**src/rtl/load_store_unit.sv**
```systemverilog
// Load/store unit: sub-word loads with extension, sub-word stores via read-modify-write.
// Optional macro LSU_MISALIGN_TRAP_EN reports misaligned requests through resp_err instead of aligning them.
module load_store_unit #(
    parameter int unsigned ADDR_WIDTH = 32
) (
    input  logic                  clk,
    input  logic                  reset,
    input  logic                  req_valid,
    output logic                  req_ready,
    input  logic                  req_write,
    input  logic [1:0]            req_size,
    input  logic                  req_signed,
    input  logic [ADDR_WIDTH-1:0] req_addr,
    input  logic [31:0]           req_wdata,
    output logic                  resp_valid,
    output logic [31:0]           resp_rdata,
    output logic                  resp_err,
    output logic [ADDR_WIDTH-1:0] mem_address,
    output logic [31:0]           mem_write_data,
    output logic                  mem_read,
    output logic                  mem_write,
    input  logic [31:0]           mem_read_data
);

    typedef enum logic [2:0] {
        IDLE,
        LOAD,
        RMW_RD,
        STORE,
        RESP
    } state_t;

    state_t      state;
    logic [1:0]  op_size;
    logic        op_signed;
    logic [1:0]  op_off;
    logic [31:0] op_wdata;
    logic        op_trap;
    logic        req_trap;

`ifdef LSU_MISALIGN_TRAP_EN
    assign req_trap = (req_size == 2'b01 && req_addr[0]) ||
                      (req_size[1] && req_addr[1:0] != 2'b00);
`else
    assign req_trap = 1'b0;
`endif

    // Pick the addressed lane out of a memory word and extend it to 32 bits.
    function automatic logic [31:0] load_extract(input logic [31:0] word, input logic [1:0] size,
                                                 input logic sgn, input logic [1:0] off);
        logic [7:0]  b;
        logic [15:0] h;
        b = word[{off, 3'b000} +: 8];
        h = off[1] ? word[31:16] : word[15:0];
        case (size)
            2'b00:   load_extract = {{24{sgn & b[7]}}, b};
            2'b01:   load_extract = {{16{sgn & h[15]}}, h};
            default: load_extract = word;
        endcase
    endfunction

    // Replace only the addressed lane(s) of the word read back from memory.
    function automatic logic [31:0] store_merge(input logic [31:0] word, input logic [31:0] wdata,
                                                input logic [1:0] size, input logic [1:0] off);
        logic [31:0] w;
        w = word;
        case (size)
            2'b00: w[{off, 3'b000} +: 8] = wdata[7:0];
            2'b01: begin
                if (off[1]) w[31:16] = wdata[15:0];
                else        w[15:0]  = wdata[15:0];
            end
            default: w = wdata;
        endcase
        store_merge = w;
    endfunction

    always_ff @(posedge clk or posedge reset) begin
        if (reset) begin
            state          <= IDLE;
            req_ready      <= 1'b1;
            resp_valid     <= 1'b0;
            resp_rdata     <= 32'd0;
            resp_err       <= 1'b0;
            mem_read       <= 1'b0;
            mem_write      <= 1'b0;
            mem_address    <= '0;
            mem_write_data <= 32'd0;
            op_size        <= 2'b00;
            op_signed      <= 1'b0;
            op_off         <= 2'b00;
            op_wdata       <= 32'd0;
            op_trap        <= 1'b0;
        end else begin
            case (state)
                IDLE: begin
                    if (req_valid) begin
                        req_ready   <= 1'b0;
                        op_size     <= req_size;
                        op_signed   <= req_signed;
                        op_off      <= req_addr[1:0];
                        op_wdata    <= req_wdata;
                        op_trap     <= req_trap;
                        mem_address <= {req_addr[ADDR_WIDTH-1:2], 2'b00};
                        if (req_trap) begin
                            // Trapped requests take a dead cycle so their response latency matches a load.
                            state <= LOAD;
                        end else if (!req_write) begin
                            state    <= LOAD;
                            mem_read <= 1'b1;
                        end else if (req_size[1]) begin
                            state          <= STORE;
                            mem_write      <= 1'b1;
                            mem_write_data <= req_wdata;
                        end else begin
                            state    <= RMW_RD;
                            mem_read <= 1'b1;
                        end
                    end
                end
                LOAD: begin
                    state      <= RESP;
                    mem_read   <= 1'b0;
                    resp_valid <= 1'b1;
                    resp_err   <= op_trap;
                    resp_rdata <= op_trap ? 32'd0
                                          : load_extract(mem_read_data, op_size, op_signed, op_off);
                end
                RMW_RD: begin
                    state          <= STORE;
                    mem_read       <= 1'b0;
                    mem_write      <= 1'b1;
                    mem_write_data <= store_merge(mem_read_data, op_wdata, op_size, op_off);
                end
                STORE: begin
                    state      <= RESP;
                    mem_write  <= 1'b0;
                    resp_valid <= 1'b1;
                    resp_err   <= 1'b0;
                    resp_rdata <= 32'd0;
                end
                RESP: begin
                    state      <= IDLE;
                    resp_valid <= 1'b0;
                    req_ready  <= 1'b1;
                end
                default: begin
                    state      <= IDLE;
                    req_ready  <= 1'b1;
                    resp_valid <= 1'b0;
                    mem_read   <= 1'b0;
                    mem_write  <= 1'b0;
                end
            endcase
        end
    end

endmodule

```
**config.mk**
```make
export PLATFORM = sky130hd
export DESIGN_NAME = load_store_unit
export DESIGN_NICKNAME = d
export VERILOG_FILES = /design/src/rtl/load_store_unit.sv
export SDC_FILE = /design/constraint.sdc
export NUM_CORES = 1
export LEC_CHECK = 0
export ABC_AREA = 0
export CAP_MARGIN = 10
export CORE_UTILIZATION = 25
export CTS_BUF_LIST = sky130_fd_sc_hd__clkbuf_8
export DETAILED_ROUTE_END_ITERATION = 16
export PLACE_DENSITY = 0.46
export SYNTH_ARGS = -nofsm -noshare
export SYNTH_HDL_FRONTEND = slang
export SYNTH_SLANG_ARGS = --single-unit
```
**constraint.sdc**
```tcl
create_clock -name clk -period 10.93 [get_ports clk]
set_input_delay 1.6395 -clock clk [delete_from_list [all_inputs] [get_ports clk]]
set_output_delay 1.6395 -clock clk [all_outputs]
set_load 0.03 [all_outputs]
```
Word level (Yosys, flattened, before mapping)
Cells that the tools add are included. W data, S select, Z words.

Register bits after elaboration: 139. Input bits: 103. Output and inout port bits: 101. Logic and storage cells: 72.

Add/sub/neg operators: 1. Equality and inequality tests: 9. Shift-type cells: 3. Muxes and demuxes: 27. Bitwise gates (word level): 5. Reduce and logical (&&, ||, !) cells: 14.

Operator list (number): $pmux W32 S2 (4); $mux W32 (3); $mux W16 (3); $bwmux W32 (1); $shift A8 B7 Y32 const A (1); $shiftx A32 B6 Y8 (1); $shiftx A8 B7 Y32 (1); $mux W1 (9); $pmux W3 S3 (1); $reduce_and A4 Y1 (2); $reduce_or A2 Y1 (4); $neg A5 Y7 (1); $eq A3 B2 Y1 const B (2); $ne A2 B2 Y1 const B (3); $pmux W1 S2 (3); $reduce_and A2 Y1 (2); $reduce_bool A2 Y1 (2); $eq A3 B1 Y1 const B (1); $eq A3 B3 Y1 const B (1); $logic_not A3 Y1 (1); $mux W3 (1); $ne A3 B3 Y1 const B (1); $not A1 Y1 (3); $pmux W1 S3 (1); other kinds (6) (7).

Longest topological paths before layout
Gate-level depths: netlist of the first run.

Word-level depth: 5. Mapped depth: 8. Mapped depth without buffers: 6.

Worst setup path before layout of the first run
Ideal clock, no wire load.

Kind: input -> register. Start: input mem_read_data[7]. End: register resp_rdata[16]. Library setup time: 126 ps. Arrival time: 2713 ps. Data required time: 10804 ps. Setup slack: 8091 ps. Cell stages on the path: 5. Path buffers: 1. Cells stage by stage: mux2_4 and2_4 o2111a_2 buf_6 a221o_1.

Word-level cells in the longest chain between the ends: 4.

Ends and longest elaborated chain: from (decl) (line 22) `input logic [31:0] mem_read_data`; $shiftx A32 B6 Y8 (line 53) `b = word[{off, 3'b000} +: 8];`; $and A1 B1 Y1 (line 56) `2'b00: load_extract = {{24{sgn & b[7]}}, b};`; $pmux W32 S2 (line 55) `case (size)`; $pmux W32 S2 (line 95) `case (state)`; to (signal assigned) (line 126) `resp_rdata <= op_trap ? 32'd0`; to (decl) (line 16) `output logic [31:0] resp_rdata,`.

No other way between the ends. A chain may end at the register's enable or synchronous reset.

Final worst setup path of the first run
Start: input req_valid. End: register mem_write_data[16].

Word-level cells in the longest chain between the ends: 2.

Ends and longest elaborated chain: from (decl) (line 8) `input logic req_valid,`; $ne A2 B2 Y1 (no line); $reduce_and A4 Y1 (no line); to (signal assigned) (line 114) `mem_write_data <= req_wdata;`; to (signal assigned) (line 133) `mem_write_data <= store_merge(mem_read_data, op_wdata, op_size, op_off);`; to (decl) (line 19) `output logic [31:0] mem_write_data,`.

No other way between the ends.

==> flow_metrics.env, run 1 <==
export IMPL_arrival_ps=3870
export IMPL_powerDensity_nw_per_um2=321
export IMPL_yosys_warnings=0
export IMPL_max_cap_violations=0
export IMPL_min_period_ps=3540
export IMPL_core_um2=27000
export IMPL_yosysMostFrequentCell="dfrtp_1"
export IMPL_setup_viol=0
export IMPL_avgSynthCellArea_um2=11.5
export IMPL_outcome="complete, no violations"
export IMPL_overflow=0
export IMPL_rsz0062_at_grt="no"
export IMPL_clk_latency_ps=450
export IMPL_clock_path_buffers=2
export IMPL_start_kind="primary input"
export IMPL_area_growth_syn_to_layout_pct=38.0
export IMPL_antenna_found_initial=1
export IMPL_timing_fmax_mhz=282
export IMPL_cts_tree="yes"
export IMPL_ctsRootBufferMaster="clkbuf_8"
export IMPL_synth_cell_type_count=49
export IMPL_yosysTopAreaCell="dfrtp_1"
export IMPL_critPathRequiredTime_ps=11250
export IMPL_numCtsBuffers=17
export IMPL_hold_depth=2
export IMPL_yosysTopAreaCellShare_pct=49.8
export IMPL_drt_iter0_drc=440
export IMPL_async_flop_share_pct=100
export IMPL_grt_pass1_vias=6011
export IMPL_place_hpwl_mm=17.4
export IMPL_start_util_pct=25.5
export IMPL_wl_mm=24.3
export IMPL_ant_nets=0
export IMPL_power_mw=3.05
export IMPL_clock_sinks=138
export IMPL_synth_common_cells="dfrtp_1, mux2_2, o21ai_0, a21oi_1, nand2_1"
export IMPL_critical_path_class="in2reg"
export IMPL_grt_max_degree=72
export IMPL_viasPerCell=5.21
export IMPL_rrSetupSlack_ps=7540
export IMPL_clk_pin_slew_ps=80
export IMPL_cp_max_fo=47
export IMPL_hold_end="resp_rdata[3]"
export IMPL_worstSetupEndpointType="flop"
export IMPL_drive_above_1_share_pct=16.2
export IMPL_reg2reg_from="op_off[1]"
export IMPL_dr_pass1_iters=5
export IMPL_die_w_um=168
export IMPL_core_rowCount=60
export IMPL_synth_seq_area_share_pct=50.1
export IMPL_fin_crit_sh_pct=32.4
export IMPL_r2r_cells=8
export IMPL_fp_dieH_um=168
export IMPL_syn_inst=601
export IMPL_ys_top_cells_by_area="dfrtp_1, mux2_2, o21ai_0"
export IMPL_nets=885
export IMPL_synth_edf_count=0
export IMPL_hold_start="resp_rdata[3]"
export IMPL_vias=5894
export IMPL_fillers=2672
export IMPL_final_core_util_pct=35.2
export IMPL_r2r_end="mem_write_data[27]"
export IMPL_io_pins=204
export IMPL_hold_viol_final=0
export IMPL_power_leakage_nw=3.80
export IMPL_drc=0
export IMPL_finClkSkew_ps=13.6
export IMPL_postCtsResizedCells=0
export IMPL_grt_usage_pct=17.3
export IMPL_tightest_slew_ps=1150
export IMPL_syn_area_um2=6890
export IMPL_ys_seq_elements=138
export IMPL_synthFlopType="dfrtp_1"
export IMPL_slew_headroom_pct=23.2
export IMPL_fin_tns_setup_ps=0
export IMPL_vdd_drop_max_mv=0.140
export IMPL_startpoint="req_valid"
export IMPL_cts_htree_levels=4
export IMPL_dieArea_um2=28200
export IMPL_gp_congestion=0.824
export IMPL_wire_per_inst_um=21.4
export IMPL_portBuffers=200
export IMPL_min_path_type="reg2reg"
export IMPL_cts_hold_fix_buffers=0
export IMPL_grt_first_pass_wirelength_mm=37.0
export IMPL_slew_viol_final=0
export IMPL_cts_setup_buffers=0
-- sequential cells by signal, indices dropped and copies added, names as in the netlist --
register        count
resp_valid          1
resp_rdata         32
op_off              2
mem_write_data     32
mem_address        30
op_signed           1
mem_read            1
mem_write           1
req_ready           1
op_size             2
state               3
op_wdata           32
-- critical path: stages --
cell	delay, ps
clkdlybuf4s50_1	540
nor4b_2	290
buf_4	570
nand3_2	480
o22ai_1	260
a21oi_1	70
-- worst max path at each step --
stage / to / cells past startpoint / slack [ps]
3_3_place_gp: mem_write_data[31] / 6 / 7020
6_report: mem_write_data[16] / 6 / 7390
5_1_grt: mem_write_data[20] / 6 / 7120
2_1_floorplan: mem_address[10] / 1 / 5600
4_1_cts: mem_write_data[27] / 7 / 7320
3_5_place_dp: mem_write_data[22] / 6 / 6890
-- cells in the final DEF, fill, tap and decap left out, types with 4 or more instances in the layout --
master,netlist,final
a211o_1,16,16
clkinv_4,0,4
o21ai_0,53,53
mux2_2,64,64
clkbuf_8,0,19
mux2i_1,16,16
a22o_1,15,15
and3_1,9,9
a221o_1,23,23
mux4_2,7,7
clkdlybuf4s50_1,0,200
a2111oi_0,8,8
a21oi_1,38,38
nor4b_1,9,8
nor3_1,4,4
a21o_1,7,7
dfrtp_1,137,137
o22ai_1,23,23
nor2b_1,5,5
buf_4,3,8
ha_1,5,5
clkinv_2,0,4
inv_1,8,7
nor2_1,15,15
a221oi_1,25,25
nand2_1,33,33
-- through the flow --
step / area, um^2 / setup slack (ps) / std cells / hold slack, ps
CTS: 9490 / 7320 / 1128 / 492
finish: 9510 / 7390 / 1132 / 483
global route: 9510 / 7120 / 1131 / 502
floorplan: 6900 / 5600 / 603 / 481
detailed placement: 9130 / 6890 / 1096 / 474
global placement: 9130 / 7020 / 1096 / 469
-- layout make-up --
class                           count  area, um^2  share of cell area [%]
Antenna cell                        1        2.50                  0.0263
Clock buffer                       19         262                    2.75
Clock inverter                     13        95.1                    1.00
Inverter                            9        38.8                   0.408
Multi-Input combinational cell    401        3160                    33.2
Sequential cell                   138        3450                    36.3
Tap cell                          341         427                    4.49
Timing Repair Buffer              210        2070                    21.8
-- power by group --
part | internal (mW) | switching, mW | leakage [nW]
combinational | 0.740 | 0.962 | 1.96
clock | 0.170 | 0.221 | 0.178
sequential | 0.761 | 0.201 | 1.66
total | 1.67 | 1.38 | 3.80
-- logic make-up after synthesis --
logic type                 share of synthesized area, %
buffers and inverters                              4.20
and+or+nand+nor                                    7.14
AOI/OAI and AO/OA                                  22.1
other                                            0.0544
muxes                                              15.5
DFF                                                50.1
adders and majority gates                         0.908
-- routing by layer --
metal	global-route usage, %	up-vias	part of all wire, %
met2	26.7	220	46
met5	0	-	0
met1	24.0	2985	47
li1	-	2662	-
met3	3.69	27	5.6
met4	5.62	0	1.5
Note: power is estimated with default switching activity, not from simulation.
==> run 2: changes to the inputs <==
- PLACE_DENSITY: 0.46 -> 0.47
- clock period: 10.93 -> 3.1 ns (I/O delays scaled with it)
==> flow_metrics.env, run 2 (synthesis results as in run 1) <==
export IMPL_start_util_pct=25.5
export IMPL_clock_sinks=138
export IMPL_gp_congestion=0.846
export IMPL_nets=899
export IMPL_core_rowCount=60
export IMPL_fp_dieH_um=168
export IMPL_rrSetupSlack_ps=700
export IMPL_rsz0062_at_grt="no"
export IMPL_dieArea_um2=28200
export IMPL_vdd_drop_max_mv=0.452
export IMPL_arrival_ps=2710
export IMPL_final_core_util_pct=36.0
export IMPL_clk_latency_ps=450
export IMPL_timing_fmax_mhz=417
export IMPL_tightest_slew_ps=860
export IMPL_critPathRequiredTime_ps=3410
export IMPL_place_hpwl_mm=17.7
export IMPL_overflow=0
export IMPL_cts_tree="yes"
export IMPL_clock_path_buffers=2
export IMPL_start_kind="flop"
export IMPL_numCtsBuffers=17
export IMPL_grt_max_degree=47
export IMPL_cp_max_fo=12
export IMPL_n_antenna_cell=0
export IMPL_layout_commonest_cell="clkdlybuf4s50_1"
export IMPL_cts_htree_levels=4
export IMPL_min_period_ps=2400
export IMPL_die_w_um=168
export IMPL_min_path_type="reg2reg"
export IMPL_area_growth_syn_to_layout_pct=41.1
export IMPL_power_mw=11.1
export IMPL_fin_tns_setup_ps=0
export IMPL_worstSetupEndpointType="flop"
export IMPL_io_pins=204
export IMPL_layout_common_cells="clkdlybuf4s50_1, dfrtp_1, mux2_2, o21ai_0, a21oi_1"
export IMPL_postCtsResizedCells=0
export IMPL_viasPerCell=5.21
export IMPL_cts_setup_buffers=0
export IMPL_drc=0
export IMPL_portBuffers=200
export IMPL_finClkSkew_ps=16.1
export IMPL_drt_iter0_drc=381
export IMPL_fillers=2679
export IMPL_powerDensity_nw_per_um2=1150
export IMPL_clk_pin_slew_ps=80
export IMPL_slew_viol_final=0
export IMPL_grt_pass1_vias=6036
export IMPL_max_cap_violations=0
export IMPL_slew_headroom_pct=42.6
export IMPL_ctsRootBufferMaster="clkbuf_8"
export IMPL_vias=5966
export IMPL_reg_largest_list="mem_write_data (32), op_wdata (32), resp_rdata (32)"
export IMPL_outcome="complete, no violations"
export IMPL_wire_per_inst_um=20.9
export IMPL_critical_path_class="reg2reg"
export IMPL_wl_mm=23.9
export IMPL_power_leakage_nw=3.92
export IMPL_drive_above_1_share_pct=17.4
export IMPL_ant_nets=0
export IMPL_antenna_found_initial=0
export IMPL_grt_first_pass_wirelength_mm=37.0
export IMPL_core_um2=27000
export IMPL_setup_viol=0
export IMPL_hold_viol_final=0
export IMPL_grt_usage_pct=17.3
export IMPL_cts_hold_fix_buffers=0
export IMPL_fin_crit_sh_pct=77.4
export IMPL_dr_pass1_iters=6
-- run 2: worst paths after layout --
path / start / to / cells past startpoint
setup / recovery: op_off[1] / mem_write_data[10] / 6
hold / removal: req_ready / req_ready / 2
setup reg to reg: op_off[1] / mem_write_data[10] / 6
hold reg to reg: req_ready / req_ready / 2
max in group asynchronous: reset / req_ready / 3
min in group asynchronous: reset / mem_write_data[28] / 2
-- run 2: layout make-up --
| type | count | area (um^2) | share of cell area (%) |
|---|---|---|---|
| Inverter | 9 | 37.5 | 0.386 |
| Tap cell | 341 | 427 | 4.39 |
| Clock inverter | 13 | 151 | 1.56 |
| Sequential cell | 138 | 3450 | 35.5 |
| Timing Repair Buffer | 224 | 2230 | 23.0 |
| Clock buffer | 19 | 262 | 2.69 |
| Multi-Input combinational cell | 401 | 3160 | 32.5 |
-- run 2: power breakdown --
group	switching, mW	leakage [nW]	internal, mW
sequential	0.711	1.66	2.69
clock	0.723	0.218	0.832
combinational	3.47	2.04	2.71
total	4.91	3.92	6.23
-- run 2: per-stage QoR --
| step | setup WS [ps] | hold slack (ps) | instances | area (um^2) |
|---|---|---|---|---|
| after floorplan | 861 | 481 | 603 | 6900 |
| after global placement | 634 | 477 | 1113 | 9310 |
| after detailed placement | 531 | 479 | 1113 | 9310 |
| after CTS | 692 | 492 | 1145 | 9720 |
| after global routing | 495 | 527 | 1145 | 9720 |
| final | 702 | 492 | 1145 | 9720 |
-- run 2: metal layers --
metal / track usage [%] / up-vias / part of all wire [%]
li1: - / 2690 / -
met1: 23.8 / 3023 / 46
met2: 27.2 / 234 / 47
met3: 4.16 / 19 / 6.4
met4: 3.83 / 0 / 0.85
met5: 0 / - / 0
-- run 2: critical path, cell delays in order (launching register included) --
cell       delay, ps
dfrtp_1          380
clkinv_1         310
ha_1             440
and4bb_2         290
and3_1           170
a2111oi_0        510
o21ai_0          160
